File: src/rtl/m2n_dec.sv
// Registered binary-to-one-hot decoder with programmable hold time, a valid/ready
// input handshake, out-of-range flagging and wrapping accept/reject counters.
module m2n_dec #(
    parameter int N    = 42,
    parameter int M    = 6,
    parameter int HOLD = 4
) (
    input  logic         Clk_i,
    input  logic         Rst_n_i,
    input  logic         Dec_Clr_i,
    input  logic         Dec_Vld_i,
    input  logic [M-1:0] Dec_Dat_i,
    output logic         Dec_Rdy_o,
    output logic [N-1:0] Dec_Dat_o,
    output logic         Dec_Vld_o,
    output logic         Dec_Err_o,
    output logic [15:0]  Dec_Cnt_o,
    output logic [15:0]  Dec_Ecnt_o
);

    // state   | meaning
    // ST_IDLE | no word held, ready for a code
    // ST_HOLD | one-hot word asserted, hcnt counts down the remaining cycles
    typedef enum logic {
        ST_IDLE = 1'b0,
        ST_HOLD = 1'b1
    } state_t;

    localparam logic [M:0] N_L      = (M+1)'(N);
    localparam logic [7:0] HOLD_TOP = 8'(HOLD - 1);

    state_t       state, state_nxt;
    logic [7:0]   hcnt, hcnt_nxt;
    logic [N-1:0] dat_nxt, onehot;
    logic         vld_nxt, err_nxt;
    logic [15:0]  cnt_nxt, ecnt_nxt;
    logic         accept, in_range;

    assign Dec_Rdy_o = Rst_n_i & ~Dec_Clr_i & ((state == ST_IDLE) | (hcnt == 8'd0));
    assign accept    = Dec_Vld_i & Dec_Rdy_o;
    assign in_range  = ({1'b0, Dec_Dat_i} < N_L);

    // Codes >= N never match any bit, so the decode is all-zero for them.
    always_comb begin
        onehot = '0;
        for (int i = 0; i < N; i++) begin
            onehot[i] = (Dec_Dat_i == M'(i));
        end
    end

    always_comb begin
        state_nxt = state;
        hcnt_nxt  = hcnt;
        dat_nxt   = Dec_Dat_o;
        vld_nxt   = Dec_Vld_o;
        err_nxt   = 1'b0;
        cnt_nxt   = Dec_Cnt_o;
        ecnt_nxt  = Dec_Ecnt_o;
        if (Dec_Clr_i) begin
            state_nxt = ST_IDLE;
            hcnt_nxt  = 8'd0;
            dat_nxt   = '0;
            vld_nxt   = 1'b0;
        end else if (accept) begin
            if (in_range) begin
                state_nxt = ST_HOLD;
                hcnt_nxt  = HOLD_TOP;
                dat_nxt   = onehot;
                vld_nxt   = 1'b1;
                cnt_nxt   = Dec_Cnt_o + 16'd1;
            end else begin
                state_nxt = ST_IDLE;
                hcnt_nxt  = 8'd0;
                dat_nxt   = '0;
                vld_nxt   = 1'b0;
                err_nxt   = 1'b1;
                ecnt_nxt  = Dec_Ecnt_o + 16'd1;
            end
        end else if (state == ST_HOLD) begin
            if (hcnt != 8'd0) begin
                hcnt_nxt = hcnt - 8'd1;
            end else begin
                state_nxt = ST_IDLE;
                dat_nxt   = '0;
                vld_nxt   = 1'b0;
            end
        end
    end

    always_ff @(posedge Clk_i) begin
        if (!Rst_n_i) begin
            state      <= ST_IDLE;
            hcnt       <= 8'd0;
            Dec_Dat_o  <= '0;
            Dec_Vld_o  <= 1'b0;
            Dec_Err_o  <= 1'b0;
            Dec_Cnt_o  <= 16'd0;
            Dec_Ecnt_o <= 16'd0;
        end else begin
            state      <= state_nxt;
            hcnt       <= hcnt_nxt;
            Dec_Dat_o  <= dat_nxt;
            Dec_Vld_o  <= vld_nxt;
            Dec_Err_o  <= err_nxt;
            Dec_Cnt_o  <= cnt_nxt;
            Dec_Ecnt_o <= ecnt_nxt;
        end
    end

endmodule

File: config.mk
export PLATFORM = sky130hd
export DESIGN_NAME = m2n_dec
export DESIGN_NICKNAME = d
export VERILOG_FILES = /design/src/rtl/m2n_dec.sv
export SDC_FILE = /design/constraint.sdc
export NUM_CORES = 1
export LEC_CHECK = 0
export ABC_CLOCK_PERIOD_IN_PS = 2800
export CAP_MARGIN = 5
export CORE_ASPECT_RATIO = 1.25
export CORE_UTILIZATION = 49
export CTS_CLUSTER_SIZE = 12
export DETAILED_ROUTE_END_ITERATION = 8
export GPL_ROUTABILITY_DRIVEN = 1
export PLACE_DENSITY_LB_ADDON = 0.12
export SLEW_MARGIN = 0
export SYNTH_ARGS = -nofsm -noshare
export SYNTH_HDL_FRONTEND = slang
export SYNTH_SLANG_ARGS = --single-unit
File: constraint.sdc
create_clock -name Clk_i -period 2.8 [get_ports Clk_i]
set_input_delay 0.42 -clock Clk_i [delete_from_list [all_inputs] [get_ports Clk_i]]
set_output_delay 0.42 -clock Clk_i [all_outputs]
set_load 0.01 [all_outputs]
==> results.json, run 1 <==
{
  "leakagePower_nw": 1.60,
  "p_per_area_nw_per_um2": 450,
  "dr_total_vias": 3123,
  "insertion_delay_ns": 0.35,
  "hold_path_startpoint": "Dec_Dat_o[7]",
  "syn-instance-count": 388,
  "fmax_mhz": 416,
  "place.gp.congestion": 0.812,
  "drive_above_1_share_pct": 8.26,
  "ys_seq_elements": 85,
  "final_hold_viol_count": 0,
  "num_io_pins": 87,
  "setup_ws_ns": 0.398,
  "slew_headroom_pct": 62.2,
  "path_max_fanout": 29,
  "ys_seq_area_share_pct": 48.1,
  "worstPathArrival_ns": 2.68,
  "rsz0062_at_grt": "false",
  "wl_um": 8290,
  "swShare_pct": 23.4,
  "die_height_um": 97.0,
  "ctsHtreeMaxLevel": 3,
  "power_frac_clock_pct": 37.5,
  "yosys_warnings": 0,
  "ant_nets": 0,
  "criticalPathCategory": "flop to flop",
  "synth_cell_types": 46,
  "finalSetupTns_ns": 0,
  "seq_power_share_pct": 57.4,
  "drt_first_pass_iters": 5,
  "r2r_end": "Dec_Dat_o[20]",
  "worstPathRequired_ns": 3.08,
  "antenna_found_initial": 0,
  "power_frac_comb_pct": 5.1,
  "syn-cell-area_um2": 3540,
  "num-fill-cells": 598,
  "synth_edf_count": 0,
  "hp-class": "flop to flop",
  "synth_top_cell_area_share_pct": 48.1,
  "numCtsBuffers": 9,
  "reg2regPathDepth": 5,
  "core_area_um2": 6980,
  "finalSetupViolCount": 0,
  "cp-start-kind": "flop",
  "yosys.cell_count.top_type": "dfxtp_1",
  "syn_area_per_cell_um2": 9.12,
  "path_clk_slew_ns": 0.09,
  "drv_slew": 0,
  "max-vdd-ir-drop_uv": 257,
  "p_sw_mw": 0.495,
  "async_flop_share_pct": 0,
  "status": "complete, no violations",
  "antenna_cells": 0,
  "drc_errors": 0,
  "post-route-util_pct": 67.5,
  "syn_nets": 402,
  "grt_pass1_wl_um": 13800,
  "start_util_pct": 50.7,
  "die_x_um": 78.0,
  "grt_max_degree": 43,
  "postCtsSetupBuffers": 0,
  "min_period_ns": 2.40,
  "regArea_um2": 1700,
  "end_kind": "flop",
  "final_nets": 493,
  "place_ws_ns": 0.382,
  "track_usage_pct": 23.0,
  "rows": 34,
  "yosys_most_used_dff": "dfxtp_1",
  "synth_top_area_cell": "dfxtp_1",
  "cts.sink_count": 85,
  "timing.hold.ws_ns": 0.446,
  "cts_buffer_depth": 2,
  "hold_depth": 2,
  "finalClockSkew_ns": 0.00795,
  "ys_top_cells_by_area": "dfxtp_1 48%, nand2_1 6.5%, xnor2_1 6.4%",
  "area_delta_synth_final_pct": 33.0,
  "cts_root_buffer": "clkbuf_8",
  "synth_common_cells": "85 x dfxtp_1, 61 x nand2_1, 38 x nor2_1",
  "cts_tree": "yes",
  "port_buffers": 86,
  "hpwl_um": 6000,
  "whs_endpoint": "Dec_Dat_o[7]",
  "reg2reg_slack_ns": 0.40,
  "p_int_mw": 1.62,
  "via_per_inst": 5.44,
  "reg2reg_from": "hcnt[2]",
  "fp.dieArea_um2": 7570,
  "cap_violations": 0,
  "finalPower_mw": 2.12,
  "first_iter_violations": 169,
  "avgRoutedWirePerCell_um": 14.4,
  "tightest_slew_ns": 0.564,
  "gr-total-overflow": 0,
  "multi_input_area_um2": 1730,
  "fin_crit_sh_pct": 85.8,
  "grt_pass1_vias": 2874
}
==> power by group through the flow <==
stage	registers (mW)	logic [mW]	clock network [mW]
5_1_grt	1.22	0.117	0.881
4_1_cts	1.22	0.108	0.813
3_5_place_dp	1.24	0.107	0
6_report	1.22	0.108	0.795
3_3_place_gp	1.24	0.106	0
2_1_floorplan	1.24	0.0575	0
==> sequential cells by signal, summed over array words and instances (netlist names) <==
signal / count
Dec_Cnt_o: 16
Dec_Err_o: 1
state: 1
hcnt: 8
Dec_Dat_o: 42
Dec_Ecnt_o: 16
Dec_Vld_o: 1
==> through the flow <==
step                      std cells  instance area, um^2
after floorplan                 388                 3540
after global placement          558                 4520
after detailed placement        558                 4520
after CTS                       574                 4710
after global routing            574                 4710
final                           574                 4710
==> logic make-up after synthesis <==
logic type / share of synthesized area (%)
AOI/OAI and AO/OA: 12.2
xor gates and xnor gates: 7.67
adders and majority gates: 1.41
buffers and inverters: 3.00
DFF: 48.1
muxes: 1.41
and+or+nand+nor: 26.2
==> critical path: stages (launching register included) <==
cell     delay, ns
dfxtp_1       0.37
or4_4         0.59
o31a_1        0.32
buf_4         0.25
or3_1         0.57
o21ai_0       0.22
==> area by class of cell <==
class | instances | area share (%)
tap | 90 | 2.39
clock buffer | 11 | 3.22
timing repair buffer | 99 | 20.4
inverter | 4 | 0.319
sequential | 85 | 36.1
clock inverter | 5 | 0.744
multi-input combinational | 280 | 36.8
==> routing by layer <==
metal  GRT usage [%]  vias to the layer above  wire length, um
li1                -                     1544                -
met1            28.7                     1471             3680
met2            38.0                       92             4010
met3            3.96                       16              414
met4            11.0                        0              182
met5               0                        -                0
==> worst max-delay path by stage <==
stage	start	to	slack, ns	depth (start not counted)
2_1_floorplan	hcnt[2]	Dec_Dat_o[14]	0.58	7
6_report	hcnt[2]	Dec_Dat_o[20]	0.40	5
4_1_cts	hcnt[2]	Dec_Rdy_o	0.04	4
3_5_place_dp	Dec_Dat_i[4]	Dec_Ecnt_o[9]	0.38	6
3_3_place_gp	Dec_Dat_i[4]	Dec_Ecnt_o[9]	0.41	6
5_1_grt	hcnt[2]	Dec_Dat_o[23]	0.31	5
==> placed cells by master, fill, tap and decap left out, types with 2 or more instances in the layout <==
| cell | netlist | final |
|---|---|---|
| o21ai_0 | 20 | 20 |
| nor3b_1 | 2 | 2 |
| inv_1 | 3 | 3 |
| and4_1 | 2 | 2 |
| or3_1 | 2 | 2 |
| o21ai_1 | 10 | 10 |
| o21a_1 | 2 | 2 |
| xnor2_1 | 26 | 26 |
| nand2b_1 | 8 | 8 |
| a22o_1 | 8 | 8 |
| clkbuf_8 | 0 | 11 |
| nor4_1 | 7 | 7 |
| nor4b_1 | 3 | 3 |
| xor2_1 | 5 | 5 |
| nand4_1 | 6 | 6 |
| o2111ai_1 | 2 | 2 |
| nor2b_1 | 4 | 4 |
| a21oi_1 | 5 | 5 |
| clkinv_2 | 0 | 2 |
| nor4_2 | 5 | 5 |
| nand3_1 | 9 | 9 |
| nand3b_1 | 2 | 2 |
| clkdlybuf4s50_1 | 0 | 85 |
| a32o_1 | 10 | 10 |
| dfxtp_1 | 85 | 85 |
| clkinv_4 | 0 | 2 |
| buf_4 | 0 | 13 |
| and2_1 | 2 | 2 |
| nand2_1 | 61 | 61 |
| nor3_1 | 14 | 14 |
| and3_1 | 6 | 6 |
| ha_1 | 4 | 4 |
| mux2i_1 | 5 | 5 |
| nor2_1 | 38 | 38 |
==> repair_timing <==
action	CTS	global route
resized for setup	0	1
endpoints found under the setup margin	0	1
hold buffers	0	0
(Power assumes the default switching activity.)
==> inputs of run 2 (changes only) <==
--- a/config.mk
+++ b/config.mk
@@ -5,10 +5,11 @@
 export SDC_FILE = /design/constraint.sdc
 export NUM_CORES = 1
 export LEC_CHECK = 0
+export ABC_AREA = 1
 export ABC_CLOCK_PERIOD_IN_PS = 2800
 export CAP_MARGIN = 5
 export CORE_ASPECT_RATIO = 1.25
-export CORE_UTILIZATION = 49
+export CORE_UTILIZATION = 51
 export CTS_CLUSTER_SIZE = 12
 export DETAILED_ROUTE_END_ITERATION = 8
 export GPL_ROUTABILITY_DRIVEN = 1
==> run 2 against run 1 <==
Setup slack worse by 0.11 ns. Synthesized cell count rose by 60%. Clock-buffer cell count unchanged. Clock skew up 0.0034 ns. Worst hold slack better by 0.016 ns. Utilization is 0.60 points lower. Highest routed layer unchanged. Global-route usage is 1.6 points higher. Synthesized area rose by 17%. Final cell count is 39% higher. Final area up 11%. Combinational power up 37%. Critical path type is now flop to output port.
==> results.json, run 2 <==
{
  "final_cell_mix": "221 x nand2_1, 89 x nor2_1, 86 x clkdlybuf4s50_1",
  "cp_num_buf_inv": 3,
  "core_area_um2": 7840,
  "die_height_um": 103,
  "antenna_cells": 0,
  "cp_top_family": "buffers and inverters",
  "final_hold_viol_count": 0,
  "grt_pass1_wl_um": 16100,
  "track_usage_pct": 24.6,
  "regMostFlops": "Dec_Dat_o",
  "ys_seq_area_share_pct": 40.9,
  "yosys_warnings": 0,
  "synth_common_cells": "221 x nand2_1, 89 x nor2_1, 85 x dfxtp_1",
  "largest_reg_flops": 42,
  "num-fill-cells": 727,
  "syn_area_per_cell_um2": 6.72,
  "postCtsSetupBuffers": 0,
  "fp.dieArea_um2": 8520,
  "fin_crit_sh_pct": 89.6,
  "final_common_cell": "nand2_1",
  "rsz0062_at_grt": "false",
  "async_flop_share_pct": 0,
  "yosys_most_used_dff": "dfxtp_1",
  "criticalPathCategory": "flop to output port",
  "grt_pass1_vias": 3516,
  "cap_violations": 0,
  "syn-cell-area_um2": 4160,
  "tightest_slew_ns": 0.650,
  "cp-startpoint": "hcnt[0]",
  "insertion_delay_ns": 0.36,
  "crit_chain": "inv_1, ha_1, nand2_1, nor2_1, nor2_1, buf_4, nor2_1, clkdlybuf4s50_1",
  "cts_tree": "yes",
  "status": "complete, no violations",
  "drc_errors": 0,
  "finalClockSkew_ns": 0.0113,
  "synth_top_cell_area_share_pct": 40.9,
  "cts_root_buffer": "clkbuf_8",
  "crit_path_end": "Dec_Rdy_o",
  "yosys.cell_count.top_type": "nand2_1",
  "slew_headroom_pct": 56.6,
  "timing.hold.ws_ns": 0.462,
  "port_buffers": 86,
  "wl_um": 10100,
  "area_delta_synth_final_pct": 26.1,
  "cts.sink_count": 85,
  "max-vdd-ir-drop_uv": 282,
  "reg2reg_from": "hcnt[0]",
  "cts_hold_buf": 0,
  "hold_path_startpoint": "Dec_Dat_o[10]",
  "fmax_mhz": 399,
  "via_per_inst": 5.15,
  "worstPathRequired_ns": 2.38,
  "cts_resized": 0,
  "hpwl_um": 6930,
  "min_period_ns": 2.51,
  "grt_max_degree": 49,
  "crit_slowest_cell": "clkdlybuf4s50_1",
  "reg2reg_slack_ns": 0.61,
  "reg2regPathDepth": 8,
  "avgRoutedWirePerCell_um": 12.6,
  "ant_nets": 0,
  "path_depth": 8,
  "ys_top_cells_by_area": "dfxtp_1 41%, nand2_1 20%, a21oi_1 9.4%",
  "drv_slew": 0,
  "gr-total-overflow": 0,
  "first_iter_violations": 195,
  "synth_cell_types": 27,
  "synth_edf_count": 0,
  "max_stage_delay_ns": 0.58,
  "final_nets": 712,
  "ctsHtreeMaxLevel": 3,
  "cts_buffer_depth": 2,
  "rows": 36,
  "finalSetupTns_ns": 0,
  "cp-start-kind": "flop",
  "num_io_pins": 87,
  "numCtsBuffers": 9,
  "path_max_fanout": 9,
  "crit_top_cell": "nor2_1",
  "synth_top_area_cell": "dfxtp_1",
  "syn-instance-count": 619,
  "leakagePower_nw": 1.78,
  "p_per_area_nw_per_um2": 428,
  "ys_seq_elements": 85,
  "worstPathArrival_ns": 2.09,
  "start_util_pct": 53.1,
  "path_clk_slew_ns": 0.08,
  "drt_first_pass_iters": 5,
  "hp-class": "flop to flop",
  "syn_nets": 633,
  "antenna_found_initial": 0,
  "place.gp.congestion": 0.922,
  "drive_above_1_share_pct": 4.42,
  "top_regs": "Dec_Dat_o: 42 flops, Dec_Cnt_o: 16 flops, Dec_Ecnt_o: 16 flops",
  "dr_total_vias": 4101,
  "finalSetupViolCount": 0,
  "end_kind": "output port",
  "die_x_um": 82.8,
  "r2r_end": "Dec_Dat_o[6]"
}
==> run 2: metrics by stage <==
step | worst slack [ns] | power [mW] | area (um^2) | std cells | utilization, %
after floorplan | 1.16 | 1.35 | 4160 | 619 | -
after global placement | 0.405 | 1.39 | 5040 | 782 | 64.4
after detailed placement | 0.317 | 1.39 | 5040 | 782 | 64.4
after CTS | 0.296 | 2.26 | 5240 | 797 | 66.9
after global routing | 0.174 | 2.33 | 5240 | 797 | 66.9
final | 0.292 | 2.25 | 5240 | 797 | 66.9
==> run 2: report_power, final <==
| group | internal, mW | leakage, nW | switching (mW) | total (mW) |
|---|---|---|---|---|
| Combinational | 0.0446 | 0.989 | 0.104 | 0.148 |
| Sequential | 1.21 | 0.685 | 0.00592 | 1.22 |
| Clock | 0.453 | 0.101 | 0.427 | 0.880 |
| Total | 1.71 | 1.78 | 0.536 | 2.25 |
==> run 2: worst register-to-register path: stages, from the launching register on <==
cell,delay (ns)
dfxtp_1,0.33
inv_1,0.10
ha_1,0.15
nand2_1,0.10
o21ai_4,0.33
nand3_4,0.23
inv_2,0.55
nand2_1,0.13
a21oi_1,0.20
==> run 2: area by class of cell <==
cell class	count	area, um^2	share of cell area [%]
multi-input combinational	474	2190	41.7
sequential	85	1700	32.5
timing repair buffer	91	898	17.1
clock buffer	11	151	2.89
inverter	37	139	2.65
tap	95	119	2.27
clock inverter	4	47.5	0.907
==> run 2: cell families after synthesis <==
family | after synthesis | share of synthesized area (%)
simple gates | 354 | 34.5
flops | 85 | 40.9
xor+xnor | 26 | 5.48
buf+inv | 60 | 6.53
compound gates | 90 | 11.4
fa+ha+maj | 4 | 1.20
==> run 2: worst min path at each step <==
stage | end | slack (ns) | cells past startpoint
floorplan | hcnt[7] | 0.46 | 2
global placement | Dec_Dat_o[0] | 0.45 | 2
detailed placement | Dec_Dat_o[1] | 0.45 | 2
CTS | Dec_Dat_o[18] | 0.47 | 2
global route | Dec_Dat_o[8] | 0.48 | 2
finish | Dec_Dat_o[10] | 0.46 | 2
==> run 2: layer usage <==
layer / track usage, % / share of wire (%)
met3: 5.31 / 6.2
met5: 0 / 0
met2: 40.9 / 49
met1: 29.5 / 43
met4: 12.2 / 2.2
